==> config.mk <==
export PLATFORM = sky130hd
export DESIGN_NAME = sdram_port_arbiter
export DESIGN_NICKNAME = d
export VERILOG_FILES = /design/src/rtl/sdram_port_arbiter.sv
export SDC_FILE = /design/constraint.sdc
export NUM_CORES = 1
export LEC_CHECK = 0
export ABC_AREA = 1
export BUFFER_PORTS_ARGS = -buffer_cell sky130_fd_sc_hd__buf_2
export CAP_MARGIN = 0
export CORE_ASPECT_RATIO = 1.5
export CORE_MARGIN = 2
export CORE_UTILIZATION = 44
export CTS_CLUSTER_SIZE = 12
export DETAILED_ROUTE_END_ITERATION = 10
export PLACE_DENSITY = 0.76
export SYNTH_ARGS = -nofsm -noshare
export SYNTH_HDL_FRONTEND = slang
export SYNTH_SLANG_ARGS = --single-unit
==> constraint.sdc <==
create_clock -name clk -period 1.65 [get_ports clk]
set_clock_uncertainty 0.05 [all_clocks]
set_input_delay 0.165 -clock clk [delete_from_list [all_inputs] [get_ports clk]]
set_output_delay 0.165 -clock clk [all_outputs]
set_load 0.05 [all_outputs]
==> src/rtl/sdram_port_arbiter.sv <==
// -----------------------------------------------------------------------------
// sdram_port_arbiter
//
// Purpose:
//   Shares one SDRAM controller FIFO port pair between a single-word board
//   writer and a burst row reader. Only one SDRAM transaction is in flight at
//   any time. While vs (vertical blank) is high a contending write wins;
//   otherwise contention is settled round-robin.
//
// Optional feature (compile-time macro ARB_WATCHDOG_EN):
//   Defined   : a watchdog counts cycles spent in W_DRAIN / R_WAIT. After
//               WDOG_CYC cycles there the transaction is dropped, err pulses
//               and the FSM returns to IDLE.
//   Undefined : no watchdog logic; err is constant 0.
//
// Ports:
//   clk, reset        clock (rising edge), asynchronous active-low reset
//   vs                vertical blank, write priority while high
//   w_req/w_addr/w_data/w_ack
//                     board write request (held until w_ack), address, data,
//                     one-cycle completion pulse
//   r_req/r_addr/r_len
//                     row read request (held until r_done), start address,
//                     burst length (0 -> 1, clamped to MAX_LEN)
//   r_valid/r_data/r_done
//                     burst word strobe, word, pulse with the final word
//   err               one-cycle watchdog abort pulse
//   write_ld/write_req/writeaddr/writedata/wr_buffer
//                     SDRAM write FIFO handshake and fill level
//   read_ld/read_req/readaddr/readdata/rd_buffer
//                     SDRAM read FIFO handshake, data and fill level
// -----------------------------------------------------------------------------
module sdram_port_arbiter #(
  parameter int SETTLE_CYC = 12,   // cycles read_ld stays high after R_LD
  parameter int MAX_LEN    = 16,   // max burst words (must fit in 5 bits)
  parameter int WDOG_CYC   = 1024  // watchdog limit in cycles
) (
  input  logic        clk,
  input  logic        reset,
  input  logic        vs,
  input  logic        w_req,
  input  logic [24:0] w_addr,
  input  logic [15:0] w_data,
  output logic        w_ack,
  input  logic        r_req,
  input  logic [24:0] r_addr,
  input  logic [4:0]  r_len,
  output logic        r_valid,
  output logic [15:0] r_data,
  output logic        r_done,
  output logic        err,
  output logic        write_ld,
  output logic        write_req,
  output logic [24:0] writeaddr,
  output logic [15:0] writedata,
  input  logic [15:0] wr_buffer,
  output logic        read_ld,
  output logic        read_req,
  output logic [24:0] readaddr,
  input  logic [15:0] readdata,
  input  logic [15:0] rd_buffer
);

  typedef enum logic [2:0] {
    IDLE, W_LD, W_REQ, W_DRAIN, R_LD, R_SETTLE, R_WAIT, R_BURST
  } state_t;

  localparam logic [15:0] SETTLE_LAST = 16'(SETTLE_CYC - 1);

  state_t      state_q, state_d;
  logic [24:0] waddr_q, waddr_d;
  logic [15:0] wdata_q, wdata_d;
  logic [24:0] raddr_q, raddr_d;
  logic [4:0]  len_q, len_d;       // effective (already clamped) burst length
  logic        last_w_q, last_w_d; // 1: write received the most recent grant
  logic [15:0] cnt_q, cnt_d;       // settle / burst / first-drain-cycle counter
  logic        r_valid_q, r_valid_d;
  logic        r_done_q, r_done_d;
  logic [15:0] r_data_q, r_data_d;

  logic [4:0]  eff_len;
  logic [15:0] len_ext;

`ifdef ARB_WATCHDOG_EN
  localparam int WDOG_W = $clog2(WDOG_CYC + 1);
  localparam logic [WDOG_W-1:0] WDOG_LAST = WDOG_W'(WDOG_CYC - 1);
  logic [WDOG_W-1:0] wdog_q, wdog_d;
`endif

  // Effective burst length of the incoming request.
  always_comb begin
    if (r_len == 5'd0) begin
      eff_len = 5'd1;
    end else if (int'(r_len) > MAX_LEN) begin
      eff_len = 5'(MAX_LEN);
    end else begin
      eff_len = r_len;
    end
  end

  assign len_ext = {11'd0, len_q};

  always_comb begin
    state_d   = state_q;
    waddr_d   = waddr_q;
    wdata_d   = wdata_q;
    raddr_d   = raddr_q;
    len_d     = len_q;
    last_w_d  = last_w_q;
    cnt_d     = cnt_q;
    w_ack     = 1'b0;
    err       = 1'b0;
    write_ld  = 1'b0;
    write_req = 1'b0;
    writeaddr = 25'd0;
    writedata = 16'd0;
    read_ld   = 1'b0;
    read_req  = 1'b0;
    readaddr  = 25'd0;

    case (state_q)
      IDLE: begin
        cnt_d = 16'd0;
        // Write wins when alone, under vs, or when read had the last grant.
        if (w_req && (!r_req || vs || !last_w_q)) begin
          state_d  = W_LD;
          last_w_d = 1'b1;
        end else if (r_req) begin
          state_d  = R_LD;
          last_w_d = 1'b0;
        end
        if (w_req || r_req) begin
          waddr_d = w_addr;
          wdata_d = w_data;
          raddr_d = r_addr;
          len_d   = eff_len;
        end
      end
      W_LD: begin
        write_ld  = 1'b1;
        writeaddr = waddr_q;
        state_d   = W_REQ;
      end
      W_REQ: begin
        write_req = 1'b1;
        writedata = wdata_q;
        cnt_d     = 16'd0;
        state_d   = W_DRAIN;
      end
      W_DRAIN: begin
        // The FIFO level lags write_req by a cycle, so the first drain
        // cycle's wr_buffer is not trusted.
        if (cnt_q == 16'd0) begin
          cnt_d = 16'd1;
        end else if (wr_buffer == 16'd0) begin
          w_ack   = 1'b1;
          state_d = IDLE;
        end
      end
      R_LD: begin
        read_ld  = 1'b1;
        readaddr = raddr_q;
        cnt_d    = 16'd0;
        state_d  = R_SETTLE;
      end
      R_SETTLE: begin
        read_ld  = 1'b1;
        readaddr = raddr_q;
        if (cnt_q == SETTLE_LAST) begin
          cnt_d   = 16'd0;
          state_d = R_WAIT;
        end else begin
          cnt_d = cnt_q + 16'd1;
        end
      end
      R_WAIT: begin
        if (rd_buffer >= len_ext) begin
          cnt_d   = 16'd0;
          state_d = R_BURST;
        end
      end
      R_BURST: begin
        // cnt_q == len is a tail cycle that carries the final r_valid/r_done
        // so the following IDLE cycle is free for arbitration.
        if (cnt_q == len_ext) begin
          state_d = IDLE;
        end else begin
          read_req = 1'b1;
          cnt_d    = cnt_q + 16'd1;
        end
      end
      default: begin
        state_d = IDLE;
      end
    endcase

`ifdef ARB_WATCHDOG_EN
    // A normal exit in the same cycle takes precedence over the abort.
    wdog_d = '0;
    if ((state_q == W_DRAIN || state_q == R_WAIT) && (state_d == state_q)) begin
      if (wdog_q == WDOG_LAST) begin
        err     = 1'b1;
        state_d = IDLE;
      end else begin
        wdog_d = wdog_q + 1'b1;
      end
    end
`endif
  end

  // Read return path: one register stage behind the FIFO request.
  assign r_valid_d = read_req;
  assign r_done_d  = read_req && (cnt_q == (len_ext - 16'd1));
  assign r_data_d  = readdata;

  assign r_valid = r_valid_q;
  assign r_done  = r_done_q;
  assign r_data  = r_data_q;

  always_ff @(posedge clk or negedge reset) begin
    if (!reset) begin
      state_q   <= IDLE;
      waddr_q   <= 25'd0;
      wdata_q   <= 16'd0;
      raddr_q   <= 25'd0;
      len_q     <= 5'd0;
      last_w_q  <= 1'b0;   // read counts as last granted: first tie -> write
      cnt_q     <= 16'd0;
      r_valid_q <= 1'b0;
      r_done_q  <= 1'b0;
      r_data_q  <= 16'd0;
    end else begin
      state_q   <= state_d;
      waddr_q   <= waddr_d;
      wdata_q   <= wdata_d;
      raddr_q   <= raddr_d;
      len_q     <= len_d;
      last_w_q  <= last_w_d;
      cnt_q     <= cnt_d;
      r_valid_q <= r_valid_d;
      r_done_q  <= r_done_d;
      r_data_q  <= r_data_d;
    end
  end

`ifdef ARB_WATCHDOG_EN
  always_ff @(posedge clk or negedge reset) begin
    if (!reset) begin
      wdog_q <= '0;
    end else begin
      wdog_q <= wdog_d;
    end
  end
`endif

endmodule

; ---- After elaboration in Yosys (flattened, before gate mapping)
; Cells that the tools add are included.
[op_classes]
n_bitwise = 0
n_mux = 28
n_eq_ne = 18
magnitude_cmp = 2
shift = 0
n_addsub = 2
div_mod_pow = 0
n_reduce_logical = 19
n_mul = 0
[ops]
columns = op, n
row1 = 2-to-1 mux 16 bit, 5
row2 = one-hot mux 16 bit (5 select lines), 1
row3 = 2-to-1 mux 25 bit, 2
row4 = zero test 16 bit, 2
row5 = one-hot mux 3 bit (8 select lines), 1
row6 = 2-to-1 mux 3 bit, 7
row7 = "adder 16 x 1 -> 16 bit, second input constant", 1
row8 = equality test 16 bit, 1
row9 = "equality test 16 x 4 -> 1 bit, second input constant", 1
row10 = equality test 16 x 5 -> 1 bit, 1
row11 = greater-or-equal comparator 16 x 5 -> 1 bit, 1
row12 = "!= test 2 bit, second input constant", 7
row13 = "equality test 3 bit, second input constant", 4
row14 = 2-to-1 mux 1 bit, 10
row15 = 2-to-1 mux 5 bit, 2
row16 = "equality test 3 x 2 -> 1 bit, second input constant", 2
row17 = AND reduction 6 bit, 1
row18 = "subtractor 5 x 1 -> 6 bit, second input constant", 1
row19 = "greater-than comparator 5 bit, second input constant", 1
row20 = zero test 5 bit, 1
row21 = nonzero test 5 bit, 1
row22 = AND reduction 2 bit, 2
row23 = AND reduction 4 bit, 1
row24 = "equality test 3 x 1 -> 1 bit, second input constant", 1
row25 = other kinds (8), 12
[totals]
ff_bits = 109
latchBits = 0
memories = 0
output_inout_bits = 90
ram_bits = 0
rom_bits = 0

; ---- Depth between registers and ports, before layout
[depth]
word_depth = 6
mapped_depth = 14
ltp_nobuf = 14

; ---- Worst setup path after synthesis
; OpenSTA, ideal clock, no wires.
[synth_timing]
kind = reg2out
from = register state_q[1]
to = output port writeaddr[10]
setup_slack_ns = -1.000
stages_incl_launch_ff = 7
t_arrival_ns = 2.435
path_cell_list = dfrtp_1 nor2_1 inv_2 nor2_1 inv_2 clkbuf_1 nor2_1
[synth_between]
elab_chain_cells = 2
[synth_rtl]
columns = item, line_no
row1 = from (decl), 70  ; state_t state_q, state_d;
row2 = from (signal assigned), 233  ; state_q <= state_d;
row3 = equality test 3 x 1 -> 1 bit, 121  ; case (state_q)
row4 = 2-to-1 mux 25 bit, 121
row5 = to (decl), 54  ; output logic [24:0] writeaddr,
; No other way between the ends.

; ---- Final worst setup path
[layout_timing]
from = register cnt_q[14]
to = output port read_req
[layout_between]
elab_chain_cells = 3
[layout_rtl]
columns = item, line_no
row1 = from (decl), 76  ; logic [15:0] cnt_q, cnt_d;
row2 = from (signal assigned), 239  ; cnt_q <= cnt_d;
row3 = equality test 16 x 5 -> 1 bit, 185  ; if (cnt_q == len_ext) begin
row4 = 2-to-1 mux 1 bit, 185
row5 = 2-to-1 mux 1 bit, 121
row6 = to (decl), 58  ; output logic read_req,
; No other way between the ends.

==> qor.csv <==
metric,value,unit
area of the mapped netlist,0.005456,sq mm
Clock Latency Late Sink,360,ps
Multi-input gate area,0.003217,sq mm
GRT Util Overall,30.31,%
Final Hold Fails,0,
Max Clock Freq,498.0,MHz
Die X,94.93,um
Final Power,0.005448,W
peak supply drop,0.0007897,V
PwrDens,506.2,mW/mm^2
post-synthesis sequential area ratio,49.99,%
Final period util,121.7,%
CTS Root Cell,clkbuf_16,
CTS Buffer Depth,2,
Area after DPL,0.007547,sq mm
I/O pin count,214,
Gate Count Post-Synth,699,
CP required,1430,ps
failing checks,negative setup slack,
#FFs+latches synth,109,
Leak Pwr,5.340,nW
Die Y,140.4,um
largest net degree at the start of global routing,45,
Area contributors post-synth,"dfrtp_1 50%, nand2_1 11%, nor2_1 7.9%",
DRC viols,0,
Worst Hold Path Cells,3,
register area,0.002734,sq mm
GP Congestion,0.9370,
Starting Density,45.18,%
CP Launch Type,flop,
Port Buffers,212,
Final Max Tran Viols,0,
Post-DP HPWL,11800,um
Final ANT Viol Nets,0,
Critical Path AT,1790,ps
HP Start,w_data[11],
syn nets,831,
area growth from synthesis to layout,97.27,%
crit end category,primary output,
hold-critical path endpoint,wdata_q[11]$_DFFE_PN0P_,
TritonCTS clock tree,yes,
Iter 0 DRT Violations,660,
Period minus WS final,2008,ps
routed vias,7206,
total wire length,29170,um
first-pass iteration count of the detailed router,5,
Crit Reg-Reg Startpoint,len_q[3]$_DFFE_PN0P_,
first-pass GRT wire length,31130,um
RR Endpoint,cnt_q[6]$_DFFE_PN0P_,
CTS H-tree depth,3,
worst hold path class,input pin to flop,
outcome,"complete, but fails checks",
flop-to-flop setup slack,-300,ps
initial antenna violation count,2,
largest driver fanout on the critical path,3,
Core Box Area,0.01208,sq mm
Synthesis Warnings,0,
Layout Nets,1223,
Vias/cell,5.760,
"area leader, netlist",dfrtp_1,
vias in the first global route,6438,
Filler cells,431,
RSZ-0062 raised after global routing,true,
routed len/inst,23.31,um
row cnt,49,
Clock transition at path regs,80,ps
maxcap violations,0,
"commonest non-fill, non-tap cell in the layout",buf_2,
share of cells above drive strength 1,52.74,%
worst r2r path cells,12,
total CTS buffers,9,
GRT overflow,0,
most frequent cells in the layout,"140 x buf_2, 104 x dfrtp_1, 103 x nand2_1, 93 x inv_1, 79 x dlygate4sd3_1",
DIE AREA,0.01333,sq mm
post-synth top area share,49.99,%
post-synthesis cell type count,37,
Hold WS,2.540,ps
Sinks on Clock Net,109,
mean post-synth cell area,7.806,sq um
final setup violating endpoints,121,
type of the worst setup path,flop to primary output,
Final Cell Area,0.01076,sq mm
Setup WS post-layout,-358.1,ps
setup_tns,-18920,ps
-- repair_timing --
item	CTS	global route
buffers inserted	20	21
hold buffers	79	0
endpoints found under the setup margin	83	161
resized for setup	195	250
gates cloned	2	22
endpoints found under the hold margin	103	0
pin swaps	12	19
-- cells in the mapped netlist, drive strengths merged --
cell,number
dfrtp,109
conb,1
nand3b,3
or2,2
o21bai,6
a21o,3
buf,13
o211ai,2
nand2,170
clkbuf,10
a21oi,9
nor2,123
xnor2,2
xor2,7
o22ai,4
o21ai,78
ha,8
inv,112
nor3,9
nand4,2
nor4,1
a31oi,2
nand3,22
o2111ai,1
-- critical path, stage by stage (launching register included) --
cell     delay [ps]
dfrtp_1         420
nor2_1          170
nand2_1         140
inv_1            80
nand2_1         120
nor2_4          150
nand2_2          70
nand2_2          90
inv_4            50
buf_8           140
-- worst max-delay path by stage --
stage | from | end | slack (ps) | cells past startpoint
after floorplan | state_q[1]$_DFFE_PN0P_ | writeaddr[10] | -140 | 6
final | cnt_q[14]$_DFFE_PN0P_ | read_req | -360 | 9
after CTS | cnt_q[6]$_DFFE_PN0P_ | read_req | -210 | 9
after detailed placement | cnt_q[0]$_DFFE_PN0P_ | cnt_q[14]$_DFFE_PN0P_ | -70 | 9
after global routing | cnt_q[14]$_DFFE_PN0P_ | read_req | -390 | 9
after global placement | cnt_q[0]$_DFFE_PN0P_ | cnt_q[14]$_DFFE_PN0P_ | -30 | 9
-- per-stage QoR --
step	worst slack [ps]	cells	util, %
after global placement	-28.71	1090	62.49
final	-358.1	1251	89.12
after floorplan	-141.7	699	-
after detailed placement	-67.56	1090	62.49
after global routing	-390.6	1251	89.12
after CTS	-213.5	1207	78.22
-- metal layers --
layer | part of all wire (%) | GRT usage [%]
met1 | 33 | 32.84
met2 | 49 | 53.94
met3 | 9.8 | 6.885
met4 | 8.7 | 15.56
met5 | 0 | 0
-- flip-flops by register name (all words and copies together), names as in the netlist --
register / cells
state_q: 3
last_w_q: 1
waddr_q: 25
r_valid: 1
len_q: 5
r_data: 16
r_done: 1
cnt_q: 16
raddr_q: 25
wdata_q: 16
-- logic make-up (layout without fill, tap and decap cells) --
family	after synthesis	count (layout)	synth area share, %
simple gates	332	332	25.52
buf+inv	135	532	10.53
flops	109	109	49.99
compound gates	105	105	10.62
xor+xnor	9	9	1.445
fa+ha+maj	8	8	1.835
other cells	1	3	0.06873
-- area by class of cell --
class                           instances  area share, %
Clock inverter                          7         0.5579
Multi-Input combinational cell        455          29.88
Tap cell                              153          1.778
Inverter                              112          4.254
Sequential cell                       109          25.40
Timing Repair Buffer                  401          35.57
Antenna cell                            2        0.04650
Timing Repair inverter                  3         0.4185
Clock buffer                            9          2.092
-- power breakdown --
part	switching, W	total, W	internal [W]	leakage, nW
clock network	0.00115	0.00220	0.00105	0.139
registers	0.00000507	0.00269	0.00269	1.04
logic	0.000287	0.000556	0.000269	4.16
(Power assumes the default switching activity.)
